### src/rtl/serial_shift_out_driver.sv
// rtl/serial_shift_out_driver.sv - parametrised serial shift-out driver with latch pulse and auto-refresh
//
// Ports:
//   i_CLK    system clock, all logic on the rising edge
//   i_RESET  synchronous active-high reset
//   i_Data   parallel word to send (WIDTH bits)
//   i_Valid  i_Data is valid; accepted when o_Ready is high
//   o_Ready  high in IDLE, a word can be accepted
//   o_SCLK   serial shift clock to the chain
//   o_SData  serial data, stable across each o_SCLK rising edge
//   o_Latch  storage-register latch pulse, LATCH_LEN cycles
//   o_Done   one-cycle pulse in the last latch cycle of every frame

module serial_shift_out_driver #(
  parameter int WIDTH        = 16,
  parameter int DIV          = 2,
  parameter int LATCH_LEN    = 2,
  parameter int MSB_FIRST    = 1,
  parameter int INVERT       = 0,
  parameter int AUTO_REFRESH = 0
) (
  input  logic             i_CLK,
  input  logic             i_RESET,
  input  logic [WIDTH-1:0] i_Data,
  input  logic             i_Valid,
  output logic             o_Ready,
  output logic             o_SCLK,
  output logic             o_SData,
  output logic             o_Latch,
  output logic             o_Done
);

  localparam int CW = $clog2(WIDTH + 1);
  localparam int DW = (DIV > 1) ? $clog2(DIV) : 1;
  localparam int LW = (LATCH_LEN > 1) ? $clog2(LATCH_LEN) : 1;

  localparam logic [CW-1:0] BITS_INIT = CW'(WIDTH);
  localparam logic [CW-1:0] BITS_ONE  = CW'(1);
  localparam logic [DW-1:0] DIV_LAST  = DW'(DIV - 1);
  localparam logic [LW-1:0] LAT_LAST  = LW'(LATCH_LEN - 1);

  typedef enum logic [1:0] {
    IDLE     = 2'd0,
    SHIFT_LO = 2'd1,
    SHIFT_HI = 2'd2,
    LATCH    = 2'd3
  } state_t;

  state_t           state_q, state_d;
  logic [WIDTH-1:0] shift_q, shift_d;
  logic [WIDTH-1:0] last_q, last_d;
  logic             armed_q, armed_d;
  logic [CW-1:0]    bit_cnt_q, bit_cnt_d;
  logic [DW-1:0]    div_cnt_q, div_cnt_d;
  logic [LW-1:0]    lat_cnt_q, lat_cnt_d;

  logic             ready_q, sclk_q, sdata_q, latch_q, done_q;

  logic [WIDTH-1:0] word_in;
  logic             accept;
  logic             refresh;

  function automatic logic head_bit(input logic [WIDTH-1:0] v);
    return (MSB_FIRST != 0) ? v[WIDTH-1] : v[0];
  endfunction

  function automatic logic [WIDTH-1:0] shift_one(input logic [WIDTH-1:0] v);
    return (MSB_FIRST != 0) ? (v << 1) : (v >> 1);
  endfunction

  assign word_in = (INVERT != 0) ? ~i_Data : i_Data;
  // ready_q gates acceptance so the cycle right after reset release never accepts.
  assign accept  = (state_q == IDLE) && ready_q && i_Valid;
  assign refresh = (state_q == IDLE) && ready_q && (AUTO_REFRESH != 0) && armed_q;

  always_comb begin
    state_d   = state_q;
    shift_d   = shift_q;
    last_d    = last_q;
    armed_d   = armed_q;
    bit_cnt_d = bit_cnt_q;
    div_cnt_d = div_cnt_q;
    lat_cnt_d = lat_cnt_q;
    case (state_q)
      IDLE: begin
        // A newly offered word takes priority over a refresh.
        if (accept) begin
          shift_d   = word_in;
          last_d    = word_in;
          armed_d   = 1'b1;
          bit_cnt_d = BITS_INIT;
          div_cnt_d = '0;
          state_d   = SHIFT_LO;
        end else if (refresh) begin
          shift_d   = last_q;
          bit_cnt_d = BITS_INIT;
          div_cnt_d = '0;
          state_d   = SHIFT_LO;
        end
      end
      SHIFT_LO: begin
        if (div_cnt_q == DIV_LAST) begin
          div_cnt_d = '0;
          state_d   = SHIFT_HI;
        end else begin
          div_cnt_d = div_cnt_q + 1'b1;
        end
      end
      SHIFT_HI: begin
        if (div_cnt_q == DIV_LAST) begin
          div_cnt_d = '0;
          shift_d   = shift_one(shift_q);
          bit_cnt_d = bit_cnt_q - 1'b1;
          if (bit_cnt_q == BITS_ONE) begin
            lat_cnt_d = '0;
            state_d   = LATCH;
          end else begin
            state_d   = SHIFT_LO;
          end
        end else begin
          div_cnt_d = div_cnt_q + 1'b1;
        end
      end
      LATCH: begin
        if (lat_cnt_q == LAT_LAST) begin
          state_d = IDLE;
        end else begin
          lat_cnt_d = lat_cnt_q + 1'b1;
        end
      end
      default: state_d = IDLE;
    endcase
  end

  // Outputs are registered from the next state so they line up with it.
  always_ff @(posedge i_CLK) begin
    if (i_RESET) begin
      state_q   <= IDLE;
      shift_q   <= '0;
      last_q    <= '0;
      armed_q   <= 1'b0;
      bit_cnt_q <= '0;
      div_cnt_q <= '0;
      lat_cnt_q <= '0;
      ready_q   <= 1'b0;
      sclk_q    <= 1'b0;
      sdata_q   <= 1'b0;
      latch_q   <= 1'b0;
      done_q    <= 1'b0;
    end else begin
      state_q   <= state_d;
      shift_q   <= shift_d;
      last_q    <= last_d;
      armed_q   <= armed_d;
      bit_cnt_q <= bit_cnt_d;
      div_cnt_q <= div_cnt_d;
      lat_cnt_q <= lat_cnt_d;
      ready_q   <= (state_d == IDLE);
      sclk_q    <= (state_d == SHIFT_HI);
      sdata_q   <= ((state_d == SHIFT_LO) || (state_d == SHIFT_HI)) ? head_bit(shift_d) : 1'b0;
      latch_q   <= (state_d == LATCH);
      done_q    <= (state_d == LATCH) && (lat_cnt_d == LAT_LAST);
    end
  end

  assign o_Ready = ready_q;
  assign o_SCLK  = sclk_q;
  assign o_SData = sdata_q;
  assign o_Latch = latch_q;
  assign o_Done  = done_q;

endmodule
### config.mk
export PLATFORM = sky130hd
export DESIGN_NAME = serial_shift_out_driver
export DESIGN_NICKNAME = d
export VERILOG_FILES = /design/src/rtl/serial_shift_out_driver.sv
export SDC_FILE = /design/constraint.sdc
export NUM_CORES = 1
export LEC_CHECK = 0
export ABC_AREA = 0
export BUFFER_PORTS_ARGS = -buffer_cell sky130_fd_sc_hd__buf_2
export CAP_MARGIN = 10
export CELL_PAD_IN_SITES_DETAIL_PLACEMENT = 0
export CELL_PAD_IN_SITES_GLOBAL_PLACEMENT = 1
export CORE_MARGIN = 2
export CORE_UTILIZATION = 45
export CTS_BUF_LIST = sky130_fd_sc_hd__clkbuf_4 sky130_fd_sc_hd__clkbuf_8
export CTS_CLUSTER_DIAMETER = 40
export DETAILED_ROUTE_END_ITERATION = 8
export PLACE_DENSITY_LB_ADDON = 0.1
export SYNTH_ARGS = -nofsm -noshare
export SYNTH_HDL_FRONTEND = slang
export SYNTH_SLANG_ARGS = --single-unit
### constraint.sdc
create_clock -name i_CLK -period 5.5 [get_ports i_CLK]
set_clock_uncertainty 0.1 [all_clocks]
set_input_delay 1.375 -clock i_CLK [delete_from_list [all_inputs] [get_ports i_CLK]]
set_output_delay 1.375 -clock i_CLK [all_outputs]
set_load 0.03 [all_outputs]
==> flow_summary_export.csv, run 1 <==
group,metric,value,unit
place,place.gp.congestion,0.745,
setup_path,crit_chain,"buf_2 > and3_1 > nor2_1 > a22oi_1 > ha_1 > nor2b_1 > a21boi_0",
sta,setup_viol,0,
setup_path,worstPathArrival,3.03,ns
route,drt_iter0_drc,71,
setup_path,slowest_stage,"and3_1",
layout,layout-drive-gt1-share,0.210,
layout,ff_latch_area,601,um^2
global_routing,grt_pass1_vias,1309,
power_and_ir_drop,pwr-share-comb,0.451,
sta,timing.fmax,348,MHz
synth,synth_flop_cell,"dfxtp_1",
route,wl,3.45,mm
route,num_vias,1313,
setup_path,setup.worst_path.class,"in -> reg",
clock_network,post_cts_resize_count,0,
clock_network,worstSkewPairLatency,0.34,ns
clock_network,postCtsSetupBuffers,0,
sta,final.setup.worst_slack,2.63,ns
synth,syn-instance-count,168,
synth,syn_nets,197,
sta,post-route-period-util,0.523,
clock_network,cts_root_buf,"clkbuf_4",
power_and_ir_drop,power_density,556,mW/mm^2
setup_path,cp-end-kind,"register",
global_routing,antenna_found_initial,0,
route,viasPerCell,5.66,
sta,slew_violations,0,
sta,rsz0062_at_grt,"false",
synth,synth.top_cell.area_share,0.384,
floorplan,fp-row-count,21,
power_and_ir_drop,p_leak,0.670,nW
place,dp_slack,2.28,ns
floorplan,core_area,0.00334,mm^2
place,place_hpwl,2.35,mm
synth,async_reset_ff_frac,0,
setup_path,required,5.66,ns
layout,multi_input_area,838,um^2
clock_network,clk_pin_slew,0.10,ns
layout,fill_cells,331,
sta,worst_pin_slew,0.668,ns
route,drtAntennaViolNets,0,
clock_network,cts_buffers,5,
status,status,"complete, no violations",
sta,tns,0,ns
place,portBuffers,23,
route,drc_errors,0,
min_path,min_path_type,"reg -> reg",
setup_path,cp_top_family,"simple AND/OR/NAND/NOR gates",
synth,yosysWarnings,0,
sta,period_needed,2.87,ns
floorplan,die_y,63.0,um
clock_network,cts_hold_buf,0,
layout,num_antenna_cells,0,
layout,area_growth,10.2,%
synth,synth_cell_type_count,40,
floorplan,start_util,0.469,
route,wl_per_cell,14.9,um
sta,hold_violations,0,
run,drv_cap,0,
setup_path,cp-start-kind,"input pin",
sta,relSlewSlack,0.555,
clock_network,clock-sinks,30,
power_and_ir_drop,p_seq_frac,0.375,
power_and_ir_drop,switching_power,0.396,mW
power_and_ir_drop,peakVddDrop,0.240,mV
global_routing,grt_use_total,0.187,
clock_network,clk_path_buf_depth,2,
global_routing,grt_pass1_wl,5.84,mm
global_routing,grt_max_degree,27,
floorplan,io_pins,24,
synth,ys_seq_elements,30,
layout,nNetsFinal,214,
setup_path,crit_fanout,17,
clock_network,cts_tree,"yes",
power_and_ir_drop,p_int,0.562,mW
synth,postSynthAreaPerCell,9.31,um^2
setup_path,crit_buf_inv,1,
floorplan,dieArea,0.00396,mm^2
power_and_ir_drop,clock_power_share,0.174,
synth,synth_top_area_cell,"dfxtp_1",
setup_path,cpPeakStageDelay,0.61,ns
floorplan,die_x,63.0,um
synth,ys_seq_area_frac,0.384,
power_and_ir_drop,finalPower,0.958,mW
synth,synthTopCellsByArea,"dfxtp_1 (38%), ha_1 (8.0%), a21oi_1 (7.7%), a211oi_1 (7.2%), a22oi_1 (7.2%)",
synth,synth_edf_count,0,
global_routing,overflow,0,
setup_path,r2r_slack,2.99,ns
route,firstDrtPassIters,5,
synth,syn_area,0.00156,mm^2
clock_network,cts_max_level,2,
power_and_ir_drop,netSwitchingFraction,0.413,
[power groups by stage]
stage	registers, mW	logic, mW	clock network [mW]
detailed placement	0.362	0.436	0
global placement	0.360	0.417	0
CTS	0.358	0.436	0.170
global route	0.371	0.487	0.181
floorplan	0.356	0.368	0
finish	0.359	0.432	0.167
[cells by family (layout without fill, tap and decap cells)]
logic type	count (synthesis)	after routing	synth area share
mux	2	2	0.0184
simple gates	30	30	0.114
flops	30	30	0.384
fa+ha+maj	10	10	0.0800
compound gates	74	74	0.324
buf+inv	22	40	0.0800
[registers in the layout, indices dropped and copies added (netlist names)]
| signal | flops |
|---|---|
| o_SData | 1 |
| div_cnt_q | 1 |
| state_q | 2 |
| o_Latch | 1 |
| o_Ready | 1 |
| bit_cnt_q | 5 |
| lat_cnt_q | 1 |
| o_Done | 1 |
| o_SCLK | 1 |
| shift_q | 16 |
[layout make-up]
type,count,share of cell area
Multi-Input combinational cell,116,0.486
Tap cell,46,0.0334
Sequential cell,30,0.348
Clock buffer,8,0.0457
Timing Repair Buffer,23,0.0668
Inverter,9,0.0196
[synthesized netlist by cell type (2+ instances only)]
library cell	count
o31ai_1	3
nand2b_1	2
dfxtp_1	30
nand3_1	4
inv_1	9
nand4_1	3
buf_2	3
a211oi_1	15
buf_6	3
a21o_1	2
nor2_1	5
clkbuf_1	2
nor2b_1	6
a21boi_0	2
a22oi_1	15
buf_4	4
ha_1	10
or4_1	2
o21ai_0	4
a21oi_1	24
[path summary, 6_finish.rpt]
kind,cells past startpoint,to,startpoint
max,7,o_Done,i_Valid
min,2,shift_q[0],shift_q[0]
max reg2reg,8,o_Done,state_q[1]
min reg2reg,2,shift_q[0],shift_q[0]
[layer usage]
layer / track usage / up-vias / wire length, um
li1: - / 669 / -
met1: 0.234 / 604 / 1640
met2: 0.301 / 35 / 1590
met3: 0.0450 / 5 / 169
met4: 0.0917 / 0 / 55
met5: 0 / - / 0
[cell usage in the layout (no fill, tap or decap)]
| master | instances |
|---|---|
| nand3_1 | 4 |
| a21oi_1 | 24 |
| a31o_2 | 1 |
| a31oi_1 | 1 |
| and3_1 | 1 |
| clkbuf_4 | 5 |
| a22oi_1 | 15 |
| nor2_2 | 1 |
| nand4_1 | 3 |
| clkbuf_8 | 3 |
| a21boi_4 | 1 |
| or4_1 | 2 |
| a21boi_0 | 2 |
| nand2_1 | 1 |
| nor2_1 | 5 |
| nand2b_1 | 2 |
| a311oi_1 | 1 |
| mux2_4 | 1 |
| inv_1 | 9 |
| nor2b_1 | 6 |
| o31ai_1 | 3 |
| nor3b_1 | 1 |
| a22o_1 | 1 |
| a221oi_1 | 1 |
| or3_1 | 1 |
| a211oi_1 | 15 |
| or2b_2 | 1 |
| mux2i_2 | 1 |
| a41o_1 | 1 |
| and2_2 | 1 |
| nand4b_1 | 1 |
| buf_2 | 23 |
| o41ai_1 | 1 |
| a21o_1 | 2 |
| ha_1 | 10 |
| dfxtp_1 | 30 |
| a21bo_2 | 1 |
| o21ai_0 | 4 |
[per-stage QoR]
step	instances	utilization	hold slack [ns]	instance area, um^2
after floorplan	168	-	0.349	1560
after detailed placement	224	0.493	0.394	1650
after global routing	232	0.517	0.427	1720
after global placement	224	0.493	0.386	1650
after CTS	232	0.517	0.408	1720
final	232	0.517	0.412	1720
[worst min-delay path, stage by stage, from the launching register on]
cell	delay (ns)
dfxtp_1	0.34
o21ai_0	0.08
a21oi_1	0.06
Power figures use the tool's default switching activity.
==> inputs of run 2 (changes only) <==
Settings changed: CORE_UTILIZATION 45 to 40.
Clock period 5.5 ns to 2.6 ns, I/O delays scaled along.
==> flow_summary_export.csv, run 2 (synthesis results as in run 1) <==
group,metric,value,unit
layout,layout-drive-gt1-share,0.214,
power_and_ir_drop,peakVddDrop,0.395,mV
layout,reg.largest.list,"shift_q x16, bit_cnt_q x5, state_q x2",
clock_network,cts_buffers,5,
sta,setup_viol,0,
place,place_hpwl,2.43,mm
clock_network,worstSkewPairLatency,0.28,ns
route,wl,3.53,mm
setup_path,required,2.67,ns
layout,num_antenna_cells,0,
sta,rsz0062_at_grt,"false",
sta,whs,0.398,ns
power_and_ir_drop,p_leak,0.690,nW
route,num_vias,1333,
global_routing,grt_pass1_wl,6.04,mm
floorplan,die_x,66.5,um
run,drv_cap,0,
clock_network,post_cts_resize_count,0,
clock_network,clk_path_buf_depth,2,
setup_path,crit_fanout,8,
floorplan,start_util,0.421,
min_path,min_path_type,"reg -> reg",
sta,period_needed,2.37,ns
layout,nNetsFinal,215,
place,place.gp.congestion,0.880,
clock_network,cts_hold_buf,0,
global_routing,grt_max_degree,27,
floorplan,die_y,66.5,um
sta,post-route-period-util,0.912,
global_routing,overflow,0,
route,firstDrtPassIters,5,
clock_network,postCtsSetupBuffers,0,
status,status,"complete, no violations",
sta,worst_pin_slew,0.610,ns
layout,area_growth,13.1,%
global_routing,grt_use_total,0.181,
route,drt_iter0_drc,56,
clock_network,cts_tree,"yes",
layout,multi_input_area,838,um^2
sta,timing.fmax,422,MHz
layout,max_flop_register,"shift_q",
route,drtAntennaViolNets,0,
layout,largest_reg_flops,16,
floorplan,core_area,0.00372,mm^2
floorplan,io_pins,24,
sta,tns,0,ns
setup_path,slowest_stage,"o41ai_1",
place,portBuffers,23,
global_routing,antenna_found_initial,0,
setup_path,cp-start-kind,"register",
sta,relSlewSlack,0.593,
route,drc_errors,0,
layout,most-common-layout-cells,"dfxtp_1 (30), a21oi_1 (24), buf_2 (23), a22oi_1 (15), a211oi_1 (15)",
global_routing,grt_pass1_vias,1331,
setup_path,setup.worst_path.class,"reg -> reg",
route,viasPerCell,5.67,
clock_network,clk_pin_slew,0.07,ns
route,wl_per_cell,15.0,um
layout,final_common_cell,"dfxtp_1",
power_and_ir_drop,power_density,1230,mW/mm^2
sta,hold_violations,0,
setup_path,crit_chain,"inv_1 > ha_1 > nor2b_1 > o41ai_1 > a21oi_1 > ha_1 > nor2b_1 > a21boi_0",
layout,ff_latch_area,601,um^2
clock_network,cts_max_level,2,
sta,slew_violations,0,
layout,fill_cells,376,
setup_path,cp-end-kind,"register",
clock_network,cts_root_buf,"clkbuf_8",
floorplan,fp-row-count,22,
floorplan,dieArea,0.00443,mm^2
clock_network,clock-sinks,30,
layout,utilization,0.476,
setup_path,worstPathArrival,2.44,ns
setup_path,cpPeakStageDelay,0.47,ns
[run 2: changes by cell type in the layout (fill, tap and decap cells not counted), sizes merged]
| cell | delta |
|---|---|
| bufinv | +1 |
| buf | +1 |
| clkbuf | -1 |
[run 2: layout make-up]
cell class	count	area share
Multi-Input combinational cell	116	0.474
Tap cell	48	0.0339
Timing Repair Buffer	24	0.0693
Clock inverter	1	0.0170
Sequential cell	30	0.339
Clock buffer	7	0.0474
Inverter	9	0.0191
[run 2: final timing paths]
check	startpoint	end	slack (ns)	cells after the start
min	shift_q[0]	shift_q[0]	0.40	2
max reg2reg	state_q[0]	o_Done	0.23	8
min reg2reg	shift_q[0]	shift_q[0]	0.40	2
max	state_q[0]	o_Done	0.23	8
[run 2: metrics by stage]
stage | power [mW] | setup WS [ns] | instance area, um^2 | cells
floorplan | 1.53 | 0.521 | 1560 | 168
detailed placement | 1.71 | 0.268 | 1660 | 227
global placement | 1.67 | 0.369 | 1660 | 227
finish | 2.18 | 0.228 | 1770 | 235
CTS | 2.19 | 0.237 | 1770 | 235
global route | 2.35 | 0.0273 | 1770 | 235
[run 2: routing by layer]
| metal | vias to the layer above | routed length [um] | GRT usage |
|---|---|---|---|
| met4 | 0 | 52 | 0.0867 |
| li1 | 664 | - | - |
| met3 | 5 | 157 | 0.0473 |
| met2 | 30 | 1620 | 0.279 |
| met1 | 634 | 1700 | 0.235 |
| met5 | - | 0 | 0 |
[run 2: critical path, delay by kind of cell (launching register included)]
family	cells	cell delay (ns)
AO/OA/AOI/OAI	3	0.80
adder cells (fa/ha/maj)	2	0.54
flip-flops	1	0.41
AND/OR/NAND/NOR	2	0.30
buffers and inverters	1	0.11
[run 2: power breakdown]
group	switching [mW]	total [mW]	internal, mW	leakage, nW
registers	0.127	0.764	0.637	0.246
clock network	0.172	0.479	0.307	0.0593
logic	0.558	0.936	0.377	0.385
total	0.857	2.18	1.32	0.690
